`config.mk`:
```
export PLATFORM = sky130hd
export DESIGN_NAME = lppm_frame_tx
export DESIGN_NICKNAME = d
export VERILOG_FILES = /design/src/rtl/lppm_pkg.sv /design/src/rtl/lppm_byte_fifo.sv /design/src/rtl/lppm_frame_tx.sv
export SDC_FILE = /design/constraint.sdc
export NUM_CORES = 1
export LEC_CHECK = 0
export ABC_AREA = 1
export BUFFER_PORTS_ARGS = -buffer_cell sky130_fd_sc_hd__buf_2
export CELL_PAD_IN_SITES_DETAIL_PLACEMENT = 1
export CELL_PAD_IN_SITES_GLOBAL_PLACEMENT = 1
export CORE_MARGIN = 2
export CORE_UTILIZATION = 50
export CTS_CLUSTER_DIAMETER = 200
export CTS_CLUSTER_SIZE = 12
export DETAILED_ROUTE_END_ITERATION = 8
export PLACE_DENSITY = 0.77
export SLEW_MARGIN = 10
export SYNTH_ARGS = -nofsm -noshare
export SYNTH_HDL_FRONTEND = slang
export SYNTH_SLANG_ARGS = --single-unit
```
`constraint.sdc`:
```
create_clock -name clk -period 3.3 [get_ports clk]
set_clock_uncertainty 0.05 [all_clocks]
set_input_delay 0.66 -clock clk [delete_from_list [all_inputs] [get_ports clk]]
set_output_delay 0.66 -clock clk [all_outputs]
set_load 0.01 [all_outputs]
```
`src/rtl/lppm_pkg.sv`:
```
// Shared types and framing constants for the L-PPM frame transmitter.
package lppm_pkg;

    typedef enum logic [2:0] {
        IDLE = 3'd0,
        SOF  = 3'd1,
        DATA = 3'd2,
        EOF  = 3'd3,
        GAP  = 3'd4
    } state_e;

    localparam int SOF_SLOTS   = 8;
    localparam int EOF_SLOTS   = 4;
    localparam int SOF_PULSE_A = 0;
    localparam int SOF_PULSE_B = 5;
    localparam int EOF_PULSE   = 2;

    // Guarded symbols put the pulse in the odd slot 2v+1 of a 2M-slot symbol.
    function automatic logic [4:0] pulse_slot(input logic [3:0] v, input logic guard);
        pulse_slot = guard ? {v, 1'b1} : {1'b0, v};
    endfunction

endpackage

```
`src/rtl/lppm_byte_fifo.sv`:
```
// Synchronous show-ahead FIFO holding {last, data} entries for the transmitter.
module lppm_byte_fifo #(
    parameter int DEPTH = 16,
    parameter int WIDTH = 9
) (
    input  logic                   clk,
    input  logic                   rst,
    input  logic                   push,
    input  logic                   pop,
    input  logic [WIDTH-1:0]       wdata,
    output logic [WIDTH-1:0]       rdata,
    output logic                   full,
    output logic                   empty,
    output logic [$clog2(DEPTH):0] count
);
    localparam int AW = $clog2(DEPTH);
    localparam logic [AW:0] FULL_CNT = {1'b1, {AW{1'b0}}};

    logic [WIDTH-1:0] mem_q [DEPTH];
    logic [AW-1:0]    wr_ptr_q;
    logic [AW-1:0]    rd_ptr_q;
    logic [AW:0]      count_q;
    logic             do_push_s;
    logic             do_pop_s;

    // Qualify requests against the registered occupancy.
    always_comb begin
        do_push_s = push && (count_q != FULL_CNT);
        do_pop_s  = pop && (count_q != '0);
    end

    // Pointer and occupancy tracking.
    always_ff @(posedge clk or negedge rst) begin
        if (!rst) begin
            wr_ptr_q <= '0;
            rd_ptr_q <= '0;
            count_q  <= '0;
        end else begin
            if (do_push_s) wr_ptr_q <= wr_ptr_q + 1'b1;
            if (do_pop_s)  rd_ptr_q <= rd_ptr_q + 1'b1;
            case ({do_push_s, do_pop_s})
                2'b10:   count_q <= count_q + 1'b1;
                2'b01:   count_q <= count_q - 1'b1;
                default: count_q <= count_q;
            endcase
        end
    end

    // Storage array; contents need no reset since occupancy gates every read.
    always_ff @(posedge clk) begin
        if (do_push_s) mem_q[wr_ptr_q] <= wdata;
    end

    assign rdata = mem_q[rd_ptr_q];
    assign full  = (count_q == FULL_CNT);
    assign empty = (count_q == '0);
    assign count = count_q;

endmodule

```
`src/rtl/lppm_frame_tx.sv`:
```
// L-PPM frame transmitter: buffers bytes and emits SOF, payload symbols and EOF on an
// idle-high, active-low LED drive line.
module lppm_frame_tx #(
    parameter int BITS_PER_SYM = 2,
    parameter int SLOT_CYCLES  = 16,
    parameter int GUARD        = 1,
    parameter int FIFO_DEPTH   = 16,
    parameter int IFG_SLOTS    = 2
) (
    input  logic       clk,
    input  logic       rst,
    input  logic       s_valid,
    input  logic [7:0] s_data,
    input  logic       s_last,
    output logic       s_ready,
    output logic       dout,
    output logic       busy,
    output logic       err_underrun
);
    import lppm_pkg::*;

    localparam int M             = 1 << BITS_PER_SYM;
    localparam int SYM_SLOTS     = (GUARD != 0) ? 2 * M : M;
    localparam int SYMS_PER_BYTE = 8 / BITS_PER_SYM;
    localparam int CYC_W         = $clog2(SLOT_CYCLES);
    localparam int CNT_W         = $clog2(FIFO_DEPTH) + 1;
    localparam logic [CYC_W-1:0] CYC_LAST = CYC_W'(SLOT_CYCLES - 1);
    localparam logic [3:0]       SYM_LAST = 4'(SYMS_PER_BYTE - 1);
    localparam logic [3:0]       SYM_MASK = 4'(M - 1);
    localparam logic [3:0]       B_W      = 4'(BITS_PER_SYM);

    state_e           state_q;
    logic [CYC_W-1:0] cyc_q;
    logic [5:0]       slot_q;
    logic [3:0]       sym_q;
    logic [7:0]       cur_byte_q;
    logic             cur_last_q;
    logic             dout_q;
    logic             err_underrun_q;
    logic [CNT_W-1:0] frames_pending_q;

    logic             fifo_full_s;
    logic             fifo_empty_s;
    logic [CNT_W-1:0] fifo_count_s;
    logic [8:0]       fifo_rdata_s;
    logic             push_s;
    logic             pop_s;
    logic             slot_end_s;
    logic             field_end_s;
    logic             pulse_s;
    logic [5:0]       last_slot_s;
    logic [3:0]       sym_val_s;

    lppm_byte_fifo #(
        .DEPTH (FIFO_DEPTH),
        .WIDTH (9)
    ) u_fifo (
        .clk   (clk),
        .rst   (rst),
        .push  (push_s),
        .pop   (pop_s),
        .wdata ({s_last, s_data}),
        .rdata (fifo_rdata_s),
        .full  (fifo_full_s),
        .empty (fifo_empty_s),
        .count (fifo_count_s)
    );

    assign s_ready = rst && (fifo_count_s != CNT_W'(FIFO_DEPTH));

    // Field length, pulse decision and pre-timed pop for the current cycle.
    always_comb begin
        last_slot_s = 6'd0;
        pulse_s     = 1'b0;
        sym_val_s   = 4'(cur_byte_q >> (sym_q * B_W)) & SYM_MASK;
        case (state_q)
            SOF: begin
                last_slot_s = 6'(SOF_SLOTS - 1);
                pulse_s     = (slot_q == 6'(SOF_PULSE_A)) || (slot_q == 6'(SOF_PULSE_B));
            end
            DATA: begin
                last_slot_s = 6'(SYM_SLOTS - 1);
                pulse_s     = (slot_q == {1'b0, pulse_slot(sym_val_s, GUARD != 0)});
            end
            EOF: begin
                last_slot_s = 6'(EOF_SLOTS - 1);
                pulse_s     = (slot_q == 6'(EOF_PULSE));
            end
            GAP: begin
                last_slot_s = 6'(IFG_SLOTS - 1);
                pulse_s     = 1'b0;
            end
            default: begin
                last_slot_s = 6'd0;
                pulse_s     = 1'b0;
            end
        endcase
        slot_end_s  = (cyc_q == CYC_LAST);
        field_end_s = slot_end_s && (slot_q == last_slot_s);
        pop_s       = !fifo_empty_s && field_end_s &&
                      ((state_q == SOF) ||
                       ((state_q == DATA) && (sym_q == SYM_LAST) && !cur_last_q));
        push_s      = s_valid && s_ready;
    end

    // Frame sequencer: state, slot timing, current byte and registered outputs.
    always_ff @(posedge clk or negedge rst) begin
        if (!rst) begin
            state_q        <= IDLE;
            cyc_q          <= '0;
            slot_q         <= '0;
            sym_q          <= '0;
            cur_byte_q     <= 8'h00;
            cur_last_q     <= 1'b0;
            dout_q         <= 1'b1;
            err_underrun_q <= 1'b0;
        end else begin
            dout_q         <= !pulse_s;
            err_underrun_q <= 1'b0;
            cyc_q          <= slot_end_s ? '0 : cyc_q + 1'b1;
            slot_q         <= slot_end_s ? slot_q + 1'b1 : slot_q;
            case (state_q)
                IDLE: begin
                    cyc_q  <= '0;
                    slot_q <= '0;
                    sym_q  <= '0;
                    if ((frames_pending_q != '0) || fifo_full_s) state_q <= SOF;
                end
                SOF: begin
                    if (field_end_s) begin
                        state_q    <= DATA;
                        slot_q     <= '0;
                        sym_q      <= '0;
                        cur_byte_q <= fifo_rdata_s[7:0];
                        cur_last_q <= fifo_rdata_s[8];
                    end
                end
                DATA: begin
                    if (field_end_s) begin
                        slot_q <= '0;
                        if (sym_q != SYM_LAST) begin
                            sym_q <= sym_q + 1'b1;
                        end else if (cur_last_q) begin
                            sym_q   <= '0;
                            state_q <= EOF;
                        end else if (!fifo_empty_s) begin
                            sym_q      <= '0;
                            cur_byte_q <= fifo_rdata_s[7:0];
                            cur_last_q <= fifo_rdata_s[8];
                        end else begin
                            sym_q          <= '0;
                            state_q        <= EOF;
                            err_underrun_q <= 1'b1;
                        end
                    end
                end
                EOF: begin
                    if (field_end_s) begin
                        slot_q <= '0;
                        if (IFG_SLOTS > 0) state_q <= GAP;
                        else               state_q <= IDLE;
                    end
                end
                GAP: begin
                    if (field_end_s) begin
                        slot_q  <= '0;
                        state_q <= IDLE;
                    end
                end
                default: begin
                    state_q <= IDLE;
                    cyc_q   <= '0;
                    slot_q  <= '0;
                    sym_q   <= '0;
                end
            endcase
        end
    end

    // Complete frames held in the buffer, used to start transmission.
    always_ff @(posedge clk or negedge rst) begin
        if (!rst) begin
            frames_pending_q <= '0;
        end else begin
            case ({push_s && s_last, pop_s && fifo_rdata_s[8]})
                2'b10:   frames_pending_q <= frames_pending_q + 1'b1;
                2'b01:   frames_pending_q <= frames_pending_q - 1'b1;
                default: frames_pending_q <= frames_pending_q;
            endcase
        end
    end

    assign dout         = dout_q;
    assign busy         = (state_q != IDLE);
    assign err_underrun = err_underrun_q;

endmodule
```
Word level (Yosys, flattened, before mapping)
Memories as Yosys holds them, arrays and structs flattened.
Index checks and enable logic that the tools add are counted.
{ "totals": {"regBits": 46, "memories": 1, "elab_cells": 125, "input_bits": 12, "out_inout_bits": 4, "mem_bits_rw": 144} }
{ "op_classes": {"reduce_logical": 33, "add_sub_neg": 9, "eq_ne": 27, "bitwise_logic": 1, "n_mux": 41, "shift": 1} }
{ "mem_list": {"columns": ["memory", "words", "word_bits", "read_ports", "rd_ports_with_merged_regs", "write_ports", "line", "source"], "rows": [
  ["u_fifo.mem_q", 16, 9, 1, 0, 1, "lppm_byte_fifo.sv:19", "logic [WIDTH-1:0] mem_q [DEPTH];"]
]} }
{ "op_table": {"columns": ["op", "n"], "rows": [
  ["$mux 8", 5],
  ["$mux 3", 8],
  ["$mux 4", 5],
  ["$pmux 5 s2", 2],
  ["$mux 6", 3],
  ["$add 4x1->4 const B", 4],
  ["$ne 2x2->1 const B", 8],
  ["$pmux 8 s2", 1],
  ["$pmux 3 s5", 1],
  ["$mux 1", 12],
  ["$pmux 4 s3", 1],
  ["$logic_and 1x1->1", 11],
  ["$add 5x1->5 const B", 2],
  ["$reduce_bool 5->1", 2],
  ["$sub 5x1->5 const B", 2],
  ["$pmux 3 s3", 1],
  ["$shr 8x4->2", 1],
  ["$reduce_and 7->1", 1],
  ["$add 6x1->6 const B", 1],
  ["$eq 3x2->1 const B", 2],
  ["$eq 6x2->1 const B", 1],
  ["$eq 6x3->1", 1],
  ["$eq 6x3->1 const B", 1],
  ["$eq 6x6->1", 1],
  ["other kinds (26)", 35]
]} }

Longest topological paths before layout
Gate-level depths: netlist (run 1).
{ "depth": {"word_depth": 10, "ltp_mapped": 22, "mapped_depth_nobuf": 21} }

By module
A second synthesis (run 1) with hierarchy kept.
{ "hier_totals": {"hier_cells": 950, "hier_area_um2": 8938.6} }
{ "modules_own_cells": {"columns": ["mod", "n_inst", "seq_area_each_um2", "area_each_um2", "cells_each"], "rows": [
  ["lppm_byte_fifo", 1, 4649.5, 6910.4, 683],
  ["lppm_frame_tx", 1, 827.0, 2028.2, 267]
]} }

Worst setup path before layout (run 1)
No wires, ideal clock.
{ "synth_timing": {"kind": "reg-to-reg", "startpoint": "register sym_q[0]", "endpoint": "register frames_pending_q[4]", "synth_period_minus_slack_ns": 2.763, "setup_slack_ns": 0.537, "path_buffers": 0, "t_arrival_ns": 2.582, "t_required_ns": 3.120, "stages_incl_launch_ff": 16, "setup_ns": 0.130, "path_cell_list": "dfrtp_1 > ha_1 > nand2_1 > nor2_1 > nand3_1 > a21boi_1 > nand2_2 > nor2_1 > ha_1 > xor2_1 > ha_1 > o21ai_0 > nor2_1 > nand2_1 > o211ai_1 > xor2_1"} }
{ "synth_via": {"elab_chain_len": 8, "word_cells_on_any_way": 10, "cone_classes": "eq/ne (3); mux (1); reduce/logical (6)"} }
{ "synth_rtl": {"columns": ["element", "line", "source"], "rows": [
  ["start, declared", "lppm_frame_tx.sv:35", "logic [3:0] sym_q;"],
  ["start signal, assigned", "lppm_frame_tx.sv:142", "sym_q <= sym_q + 1'b1;"],
  ["$eq 4x2->1 (*)", "lppm_frame_tx.sv:102", "((state_q == DATA) && (sym_q == SYM_LAST) && !cur_last_q));"],
  ["$logic_and 1x1->1 (*) (2 in series)", "lppm_frame_tx.sv:102", null],
  ["$logic_or 1x1->1 (*)", "lppm_frame_tx.sv:101", "((state_q == SOF) ||"],
  ["$logic_and 1x1->1 (*)", "lppm_frame_tx.sv:100", "pop_s = !fifo_empty_s && field_end_s &&"],
  ["$logic_and 1x1->1 (*)", "lppm_frame_tx.sv:185", "case ({push_s && s_last, pop_s && fifo_rdata_s[8]})"],
  ["$eq 2x1->1 or $eq 2x2->1 (tied branches)", "lppm_frame_tx.sv:185", null],
  ["$pmux 5 s2 or $reduce_bool 2->1 (tied branches)", null, null],
  ["end signal, assigned", "lppm_frame_tx.sv:186", "2'b10: frames_pending_q <= frames_pending_q + 1'b1;"],
  ["end signal, assigned", "lppm_frame_tx.sv:187", "2'b01: frames_pending_q <= frames_pending_q - 1'b1;"],
  ["end signal, assigned", "lppm_frame_tx.sv:188", "default: frames_pending_q <= frames_pending_q;"],
  ["end, declared", "lppm_frame_tx.sv:40", "logic [CNT_W-1:0] frames_pending_q;"]
]} }
Mark *: on every way between the ends. The rest lies on a longest branch, timed or not.
A chain may end at the register's enable or synchronous reset.

Worst setup path after layout (run 1)
{ "layout_timing": {"startpoint": "register state_q[0]", "endpoint": "register frames_pending_q[4]"} }
{ "layout_via": {"elab_chain_len": 10, "word_cells_on_any_way": 18, "cone_classes": "eq/ne (7); mux (2); reduce/logical (9)"} }
{ "layout_rtl": {"columns": ["element", "line", "source"], "rows": [
  ["start, declared", "lppm_frame_tx.sv:32", "state_e state_q;"],
  ["start signal, assigned", "lppm_frame_tx.sv:109", "state_q <= IDLE;"],
  ["start signal, assigned", "lppm_frame_tx.sv:127", "if ((frames_pending_q != '0) || fifo_full_s) state_q <= SOF;"],
  ["start signal, assigned", "lppm_frame_tx.sv:131", "state_q <= DATA;"],
  ["$eq 3x1->1 or $eq 3x2->1 (tied branches)", "lppm_frame_tx.sv:76, lppm_frame_tx.sv:101, lppm_frame_tx.sv:102", null],
  ["$reduce_or 2->1 (no line)", null, null],
  ["$pmux 3 s3", "lppm_frame_tx.sv:76", "case (state_q)"],
  ["$eq 6x6->1", "lppm_frame_tx.sv:99", "field_end_s = slot_end_s && (slot_q == last_slot_s);"],
  ["$logic_and 1x1->1", "lppm_frame_tx.sv:99", null],
  ["$logic_and 1x1->1", "lppm_frame_tx.sv:100", null],
  ["$logic_and 1x1->1 (*)", "lppm_frame_tx.sv:100", null],
  ["$logic_and 1x1->1 (*)", "lppm_frame_tx.sv:185", null],
  ["$eq 2x1->1 or $eq 2x2->1 (tied branches)", "lppm_frame_tx.sv:185", null],
  ["$pmux 5 s2 or $reduce_bool 2->1 (tied branches)", null, null]
]} }
Marks and branches as above.

==> results list, run 1 <==
- VDD sags by at most 0.502 mV.
- Period utilisation layout: 0.931
- The number of global-route vias before repair is 6523.
- Antenna-violating nets left: 0
* Worst endpoint required time: 3.60 ns
* WS Path Type: flop to flop
- Clock tree from TritonCTS: done
- Synthesis produced a netlist with a net count of 844.
* RePlAce Congestion: 0.835
- Predominant post-synthesis flop cell: edfxtp_1
- On the final layout, the worst hold slack is 0.356 ns.
* Main combinational cell family by area after synthesis: simple AND/OR/NAND/NOR gates
* Area share of the leading cell type in the synthesized netlist: 0.504
* Per-instance average area after synthesis: 10.5 µm²
- The worst setup path is launched from a flop.
* Worst Tran Pin Value: 0.931 ns
- Largest stage delay on the critical path: 0.49 ns
* Total clock buffers created by CTS: 17
- Synthesis produced a netlist whose cell count is 814.
- Together, buffers and inverters on the worst path number 0.
- Starting DRC count in detailed routing: 420
- In this run the worst path has a maximum fanout of 8.
* Worst slew margin relative to its limit: 0.377
- Cell Rows: 47
- Hold Violations, Final: 0
- Counting the fill cells in the layout gives 1843.
- Of the total power, combinational logic draws 0.089.
- Switch share: 0.259
* Buffers from clock root to sink, at most: 2
* Compound-cell area share of the yosys netlist: 0.0787
* CP most frequent cell: nand2_2
- Commonest cells in the synthesized netlist: nor2_1 (166), edfxtp_1 (144), nand2_1 (112), o21ai_0 (80), nand3_1 (66)
- Global-route wire length before repair: 34500 µm
- Proportion of power drawn by the clock network: 0.377
- LEAKAGE: 3.83 nW
* Final standard cell utilization of the core: 0.576
- Routed len/inst: 19.6 µm
- Data on the critical path arrives at its endpoint at 3.37 ns.
- Clock latency reported for the late side of the worst-skew pair: 0.43 ns
* Starting utilization of the core area: 0.514
* Top Family by Delay on Critical Path: simple AND/OR/NAND/NOR gates
* Fraction of synthesized cell area in xor and xnor cells: 0.0194
- Adder-cell share of the synthesized area: 0.0271
- Port buffering added 15 buffers.
- Setup violations remaining at the end of the flow were counted as 0.
- Switching power of the nets: 1.38 mW
- Largest net degree at the start of global routing: 55
- GRT Overall Usage: 0.251
- The clock period could shrink to 3.07 ns.
- Count of different cell masters after synthesis: 38
- Area enclosed by the die boundary: 18200 µm²
* Proportion of layout cells with a drive suffix above 1: 0.131
- The run finished with clean final reports.
- Compared with the post-synthesis result, the final layout area differs by 12.1%.
- Core region area: 16700 µm²
* Async set-or-reset flop fraction in the synthesized netlist: 0.242
* CTS H-tree depth: 4
- Of the total synthesized cell area, the portion taken by AND, OR, NAND and NOR gates is 0.195.
- The initial antenna violation count was 0.
* Sink count of the clock tree: 190
* Max-cap violations: 0
- Summed over all instances, the cell type with the most area after synthesis is edfxtp_1.
- Cell-internal power: 3.96 mW
- Clock input transition at the sequential cells of the worst setup and hold paths: 0.07 ns
- The critical path goes through nor2_4, nand2_4, nand2_4, nor2_2, nand2_2, nand2_2, nor2_4, nand2_2, nor2_1, ha_2, xor2_1, ha_1, o21ai_0, nor2_1, nand2_1, o211ai_1, xor2_1.
- Wire length reported by the detailed router: 21200 µm
- Power density over cell area: 556 nW/µm²
* Relative contribution of sequential cells to total power: 0.534
- DP HPWL: 14400 µm
- Achievable frequency: 326 MHz
- The cell sitting at the root of the clock tree is a clkbuf_16.
* Number of inserted diodes: 0
* Detailed-routing iteration count for the pre-antenna-repair pass: 4
- The worst setup path is captured at a flop.
- For this run, design rule violations remaining after detail routing come to 0.
- The synthesized netlist occupies a cell area of 8580 µm².
- Sequential-to-total area share from yosys stat: 0.638
- The die is 135 µm wide.
- For this block, the via count after detailed routing is 6002.
* Number of top-level design ports: 16
- Yosys mapped a number of flops with a built-in enable equal to 144.
- The tightest min-delay check is of the input port to async pin type.
- Dividing the detail-routed via count by the number of cells gives 5.55.
- During synthesis, Yosys emitted a total of 0 warnings.
* Dominant cell by count in the synthesized netlist: nor2_1
- Yosys attributes the largest share of cell area to edfxtp_1 (50%), dfrtp_1 (13%), nor2_1 (7.3%).
- Post-layout nets: 878
- The final count of pins violating max slew is 0.
- For this design, the slowest cell found on the critical path is dfrtp_1.
- Synthesis inferred 190 register bits.
- After global routing the overflow that remains totals 0.
- From bottom edge to top edge, the die measures 135 µm.
* Multiplexer share of the synthesized area: 0.00117
worst reg2reg max path: cells and delay by family, from the launching register on:
family	cells	cell delay (ns)
AO/OA/AOI/OAI	2	0.21
XOR/XNOR	2	0.36
adder cells (fa/ha/maj)	2	0.46
flip-flops	1	0.49
AND/OR/NAND/NOR	11	1.39
power by group through the flow:
stage               registers [mW]  clock network [mW]  logic [mW]
global placement              2.89                   0       0.431
floorplan                     2.87                   0       0.290
CTS                           2.85                2.06       0.484
finish                        2.85                2.02       0.479
global route                  2.87                2.13       0.550
detailed placement            2.90                   0       0.480
layout make-up:
| type | instances | area (µm²) | area share |
|---|---|---|---|
| Sequential cell | 190 | 5480 | 0.570 |
| Multi-Input combinational cell | 538 | 2770 | 0.288 |
| Clock buffer | 18 | 429 | 0.0446 |
| Timing Repair Buffer | 45 | 300 | 0.0312 |
| Tap cell | 220 | 275 | 0.0286 |
| Inverter | 56 | 215 | 0.0224 |
| Clock inverter | 14 | 150 | 0.0156 |
metal layers:
metal,wire [µm],share of wire,GRT usage
met3,800,0.038,0.0514
met5,0,0,0
met1,9080,0.43,0.319
met2,10900,0.52,0.432
met4,394,0.019,0.0822
timing repair:
item / 4_1_cts / 5_1_grt
hold buffers: 0 / 0
setup endpoints to repair: 0 / 2
setup buffers: 0 / 1
hold endpoints to repair: 0 / 0
resized for setup: 0 / 5
through the flow:
step	setup TNS [ns]	worst slack, ns	cells	power (mW)	area [µm²]
global route	-0.0195	-0.0195	1081	5.55	9620
finish	0	0.229	1081	5.35	9620
floorplan	0	0.537	814	3.16	8580
detailed placement	0	0.192	1048	3.38	9020
CTS	0	0.120	1080	5.39	9600
global placement	0	0.306	1048	3.32	9020
path summary, 6_finish.rpt:
kind / endpoint / from / slack, ns / cells past startpoint
worst min-delay path: cyc_q[0] / rst / 0.36 / 2
min in group clk: cur_byte_q[3] / cur_byte_q[3] / 0.43 / 2
worst min register to register: cur_byte_q[3] / cur_byte_q[3] / 0.43 / 2
worst max register to register: frames_pending_q[4] / state_q[0] / 0.23 / 17
max in group asynchronous: u_fifo.rd_ptr_q[0] / rst / 2.39 / 2
worst max-delay path: frames_pending_q[4] / state_q[0] / 0.23 / 17
cells in the final DEF (no fill, tap or decap), types with 15 or more instances in the layout:
| cell type | netlist | layout |
|---|---|---|
| o21ai_0 | 80 | 80 |
| buf_2 | 6 | 15 |
| nand3_1 | 66 | 66 |
| clkbuf_16 | 0 | 17 |
| nor2_1 | 166 | 164 |
| inv_1 | 47 | 47 |
| nand2_1 | 112 | 112 |
| edfxtp_1 | 144 | 144 |
| ha_1 | 17 | 15 |
| o211ai_1 | 20 | 20 |
| xor2_1 | 15 | 15 |
| dfrtp_1 | 45 | 44 |
| buf_4 | 0 | 30 |
kinds of logic (layout without fill, tap and decap cells):
logic type / Yosys count / after routing
simple gates: 381 / 381
flops: 190 / 190
compound gates: 119 / 119
buf+inv: 86 / 133
xor+xnor: 19 / 19
fa+ha+maj: 18 / 18
mux: 1 / 1
registers in the layout, indices dropped and copies added, names as in the netlist:
signal / cells
cur_byte_q: 8
cur_last_q: 1
cyc_q: 4
dout: 1
err_underrun: 1
frames_pending_q: 5
slot_q: 6
state_q: 3
sym_q: 4
u_fifo.count: 5
u_fifo.mem_q: 144
u_fifo.rd_ptr_q: 4
u_fifo.wr_ptr_q: 4
(Power assumes the default switching activity.)
==> inputs of run 2 (changes only) <==
- CAP_MARGIN: default -> 25
- REMOVE_ABC_BUFFERS: default -> 1
==> results list, run 2 (same netlist as run 1, synthesis figures left out) <==
- The standard-cell row count is 47 (unchanged).
* Starting utilization of the core area: 0.514 (unchanged)
- Largest stage delay on the critical path: 0.54 ns (+0.05 ns)
- Detailed-routing iteration count for the pre-antenna-repair pass: 5 (+1)
- Power density over cell area: 560 nW/µm² (+0.79%)
* Worst-path fanout max: 8 (unchanged)
- Crit path buf inv count: 0 (unchanged)
- The worst hold path belongs to the class input port to async pin.
- Setup repair after global routing left no endpoint under its margin.
* RePlAce Congestion: 0.818 (-1.9%)
- Via count of the first global-routing pass: 6683 (+2.5%)
- GRT Overall Usage: 0.262 (+0.0111)
* Run status: finished, final reports clean
- Number of inserted diodes: 0 (unchanged)
- Compared with the post-synthesis result, the final layout area differs by 12.5%.
* Sink count of the clock tree: 190 (unchanged)
- Starting DRC count in detailed routing: 449 (+6.9%)
- Among cell families on the critical path, the largest total delay comes from simple AND/OR/NAND/NOR gates.
* Core region area: 16700 µm² (unchanged)
- Critical path startpoint category: flop
* Crit-path slowest cell: dfrtp_1
- WS Path Type: flop to flop
* Largest register by flop count: u_fifo.mem_q
- CTS H-tree depth: 4 (unchanged)
- Hold Violations, Final: 0 (unchanged)
- The number of remaining DRC errors is 0 (unchanged).
* Crit-path cells: nand3_2, nand2_1, nor2_2, nand2_2, nand2_2, nor2_4, nand2_2, nor2_1, ha_2, nor2_1, nor2_1, o21ai_1, nor2_1, nand2_1, o211ai_1, xor2_1
- In this design, the critical path's most frequently occurring cell is nor2_1.
- Leaving out fill and tap cells, the most frequent cell in the layout is nor2_1.
* Setup TNS: 0 ns (unchanged)
- Ratio of routed vias to standard cells: 5.68 (+2.3%)
* VDD IR max: 0.404 mV (-20%)
- The leakage power total was 3.85 nW (+0.42%).
- The pin slew with the least headroom to its limit is 0.591 ns (-0.340 ns).
* Total number of vias: 6149 (+2.4%)
- Worst slew margin relative to its limit: 0.606 (+0.229)
* Arrival time at the worst endpoint: 3.39 ns (+0.02 ns)
* Antenna violations before repair: 0 (unchanged)
- The vertical extent of the die came to 135 µm (unchanged).
- Area enclosed by the die boundary: 18200 µm² (unchanged)
* Die width: 135 µm (unchanged)
- The final count of pins violating max slew came to 0 (unchanged).
- Global-route wire length before repair: 35900 µm (+4.1%)
- Routed len/inst: 20.5 µm (+4.5%)
* Clock tree from TritonCTS: done
- Period utilisation layout: 0.934 (+0.00317)
* Grt ovf: 0 (unchanged)
- The pin count of the biggest net entering global routing came to 47 (-15%).
- The post-layout utilization of the core was 0.578 (+0.00217).
* Max reg flops: 144 (unchanged)
- The total CTS buffers was 17 (unchanged).
- Clock latency reported for the late side of the worst-skew pair: 0.44 ns (about the same)
- Setup-failing EPs final: 0 (unchanged)
- The routed wire length was 22200 µm (+4.7%).
- Antenna-violating nets left: 0 (unchanged)
* Port bufs: 15 (unchanged)
* Final worst path period need: 3.08 ns (+0.0105 ns)
- The number of hold-repair buffers added at the cts stage is 0 (unchanged).
- The timing-limited maximum frequency was 325 MHz (-0.34%).
- The HPWL after detailed placement was 14900 µm (+3.4%).
- Number of top-level design ports: 16 (unchanged)
- Proportion of layout cells with a drive suffix above 1: 0.136 (+0.00433)
- Buffers from clock root to sink, at most: 2 (unchanged)
- The largest registers in the layout are u_fifo.mem_q x144, cur_byte_q x8, slot_q x6.
- Post-layout nets: 882 (+0.46%)
- CTS placed an instance of clkbuf_16 at the clock tree root.
* Worst endpoint required time: 3.61 ns (about the same)
- The top cell types in the final layout, fill and taps aside, are nor2_1 (165), edfxtp_1 (144), nand2_1 (112).
- The worst setup path is captured at a flop.
- Max-cap violations: 0 (unchanged)
* Clock input transition at the sequential cells of the worst setup and hold paths: 0.07 ns (about the same)
-- run 2: layout make-up --
class                      count  area (µm²)
tap                          220         275
fill                        1824        7050
sequential                   190        5480
clock inverter                13         158
inverter                      56         215
timing repair buffer          49         330
multi-input combinational    538        2770
clock buffer                  17         425
-- run 2: worst reg2reg max path: stages, from the launching register on --
cell and delay [ns]:
dfrtp_1 0.54, nand3_2 0.22, nand2_1 0.17, nor2_2 0.08
nand2_2 0.08, nand2_2 0.09, nor2_4 0.15, nand2_2 0.10
nor2_1 0.19, ha_2 0.28, nor2_1 0.07, nor2_1 0.26
o21ai_1 0.18, nor2_1 0.19, nand2_1 0.08, o211ai_1 0.11
xor2_1 0.16
-- run 2: final timing paths --
path,startpoint,end,slack [ns],cells after the start
max,state_q[0],frames_pending_q[4],0.22,16
min,rst,slot_q[4],0.33,2
max reg2reg,state_q[0],frames_pending_q[4],0.22,16
min reg2reg,cyc_q[0],cyc_q[0],0.42,1
max in group asynchronous,rst,sym_q[0],2.45,2
min in group clk,cyc_q[0],cyc_q[0],0.42,1
-- run 2: routing by layer --
| layer | share of wire | wire length [µm] | global-route usage | vias up |
|---|---|---|---|---|
| met3 | 0.042 | 923 | 0.0417 | 44 |
| met5 | 0 | 0 | 0 | - |
| met1 | 0.43 | 9610 | 0.343 | 3120 |
| met2 | 0.50 | 11200 | 0.446 | 138 |
| met4 | 0.023 | 504 | 0.0943 | 0 |
| li1 | - | - | - | 2847 |
-- run 2: through the flow --
step	hold slack [ns]	area, µm²	instances	setup slack (ns)	total power, mW
floorplan	0.314	8450	784	-1.52	3.16
global placement	0.394	9030	1050	0.403	3.32
detailed placement	0.412	9030	1050	0.101	3.38
CTS	0.339	9620	1080	0.0636	5.43
global route	0.368	9650	1083	0.0222	5.61
finish	0.325	9650	1083	0.219	5.41
-- run 2: what timing repair did --
item | 4_1_cts | 5_1_grt
setup buffers | 0 | 3
gates resized for setup | 0 | 6
setup endpoints to repair | 0 | 3
-- run 2: where the power goes --
group          total, mW  internal (mW)  switching (mW)
combinational      0.485          0.153           0.332
sequential          2.85           2.74           0.112
clock               2.07           1.13           0.944
==> inputs of run 3 (changes only) <==
- CELL_PAD_IN_SITES_DETAIL_PLACEMENT: 1 -> 0
==> results list, run 3 (same netlist as run 1, synthesis figures left out) <==
* Crit-path cells: nor2_4, nand2_4, nand2_4, nand2_2, nand2_4, nand2_4, nor2_4, nand2_2, nor2_1, ha_1, xor2_2, ha_1, o21ai_0, nor2_1, o211ai_1, xor2_1
- The number of nets still failing antenna checks after routing is 0 (unchanged).
- Post-route insts no fill: 1082 (-0.092%)
* Achievable frequency: 317 MHz (-2.3%)
- Hold Violations, Final: 0 (unchanged)
* DP HPWL: 12400 µm (-17%)
- Final worst slack: 0.145 ns (-0.0738 ns)
- Total clock buffers created by CTS: 17 (unchanged)
- Grt ovf: 0 (unchanged)
- Critical path capture point type: flop
- Proportion of layout cells with a drive suffix above 1: 0.132 (-0.00332)
- VDD IR max: 0.383 mV (-5.2%)
- Clock tree from TritonCTS: done
* Height of the die: 135 µm (unchanged)
* Power density over cell area: 547 nW/µm² (-2.4%)
- The count of boundary I/O pins came to 16 (unchanged).
* Global-route wire length before repair: 30100 µm (-16%)
- The worst slack after detailed placement came to 0.171 ns (+0.0700 ns).
- Crit-path slowest cell: dfrtp_1
* Arrival time at the worst endpoint: 3.46 ns (+0.07 ns)
- The final weighted congestion in routability-driven placement was 0.818 (unchanged).
- GRT Overall Usage: 0.219 (-0.0433)
- The library cell used most frequently in the layout, excluding fill and tap cells, is nor2_1.
* Number of inserted diodes: 0 (unchanged)
- The total setup buffers inserted after CTS was 0 (unchanged).
- Resized cells post-CTS: 0 (unchanged)
- Final-report max-slew violation count: 0 (unchanged)
- Wire length reported by the detailed router: 18800 µm (-15%)
- Largest stage delay on the critical path: 0.49 ns (-0.05 ns)
* Flop2flop setup slack: 0.15 ns (-0.07 ns)
- The first-pass iteration count of the detailed router came to 4 (-1).
* Max-cap violations: 0 (unchanged)
- The number of H-tree levels was 4 (unchanged).
* Synthesis-to-layout area growth: 11.9%
* RSZ-0062 raised after global routing: no
- DRC violations left: 0 (unchanged)
- Type of the tightest min-delay check: input port to async pin
- The flip-flop count of the largest register after layout is 144 (unchanged).
- Setup-failing EPs final: 0 (unchanged)
- The clock slew at the register clock pins of the worst setup and hold paths is 0.07 ns (about the same).
- Worst slew margin relative to its limit: 0.606 (about the same)
- The routed via count divided by cell count came to 5.39 (-5.0%).
- The overall die area came to 18200 µm² (unchanged).
* CP most frequent cell: nand2_4
* Cell Rows: 47 (unchanged)
- Run status: finished, final reports clean
- The total power of the final layout came to 5.25 mW (-3.0%).
* Worst endpoint required time: 3.61 ns (about the same)
- Clock root buffer: clkbuf_16
- Largest net degree at the start of global routing: 47 (unchanged)
- The initial antenna violation count came to 0 (unchanged).
* Total number of vias: 5836 (-5.1%)
* Largest regs: u_fifo.mem_q x144, cur_byte_q x8, slot_q x6
- The critical path in this run is classified as flop to flop.
- The number of sinks driven by the clock tree was 190 (unchanged).
- Worst Tran Pin Value: 0.591 ns (+0.0000656 ns)
- The iteration-0 DRC count of the detailed router is 522 (+16%).
* Critical path startpoint category: flop
- The width of the die is 135 µm (unchanged).
- Post-route cell area: 9600 µm² (-0.52%)
* Final worst path period need: 3.15 ns (+0.0738 ns)
- LEAKAGE: 3.83 nW (-0.53%)
- The post-detailed-route wirelength per cell is 17.4 µm (-15%).
- Instance count after placement with tap cells included: 1050 (unchanged)
- The number of buffers between clock root and the deepest sink came to 2 (unchanged).
- The setup TNS came to 0 ns (unchanged).
- The area of placed instances was 9030 µm² (unchanged).
- Core region area: 16700 µm² (unchanged)
* Starting utilization of the core area: 0.514 (unchanged)
* Largest register by flop count: u_fifo.mem_q
* Clock latency reported for the late side of the worst-skew pair: 0.44 ns (about the same)
* Period utilisation layout: 0.956 (+0.0224)
* Post-layout nets: 879 (-0.34%)
- Hold buffer count at cts: 0 (unchanged)
* Via count of the first global-routing pass: 5859 (-12%)
- The top cell types in the final layout, fill and taps aside, are nor2_1 (165), edfxtp_1 (144), nand2_1 (112).
* Worst-path fanout max: 8 (unchanged)
* Port bufs: 15 (unchanged)
run 3: critical path, delay by kind of cell, from the launching register on:
family / cells / cell delay [ns]
adders and majority gates: 2 / 0.51
xor gates and xnor gates: 2 / 0.31
DFF: 1 / 0.49
and+or+nand+nor: 10 / 1.24
AOI/OAI and AO/OA: 2 / 0.48
run 3: power by group:
group	switching (mW)	leakage (nW)	internal [mW]
clock network	0.949	0.278	1.00
registers	0.107	1.89	2.74
logic	0.305	1.66	0.148
total	1.36	3.83	3.89
run 3: layout make-up:
class | count | area [µm²]
clock inverters | 13 | 121
well taps | 220 | 275
inverters | 56 | 219
multi-input cells | 538 | 2770
fillers | 1420 | 7100
clock buffers | 19 | 433
flip-flops and latches | 190 | 5480
repair buffers | 46 | 308
run 3: per-stage QoR:
step,hold WS (ns),util
global route,0.367,0.575
global placement,0.394,0.541
detailed placement,0.417,0.541
finish,0.336,0.575
floorplan,0.314,-
CTS,0.341,0.574
run 3: final timing paths:
path                                  endpoint       start  depth (start not counted)
setup / recovery           frames_pending_q[4]  state_q[0]                         16
hold / removal                       slot_q[4]         rst                          2
setup reg to reg           frames_pending_q[4]  state_q[0]                         16
hold reg to reg                       cyc_q[0]    cyc_q[0]                          1
max in group asynchronous             sym_q[0]         rst                          2
min in group clk                      cyc_q[0]    cyc_q[0]                          1
run 3: layer usage:
metal  wire length, µm  global-route usage  vias to the layer above
li1                  -                   -                     2847
met2              9000               0.364                      125
met1              8540               0.288                     2842
met3               922              0.0495                       22
met4               355              0.0683                        0
met5                 0                   0                        -
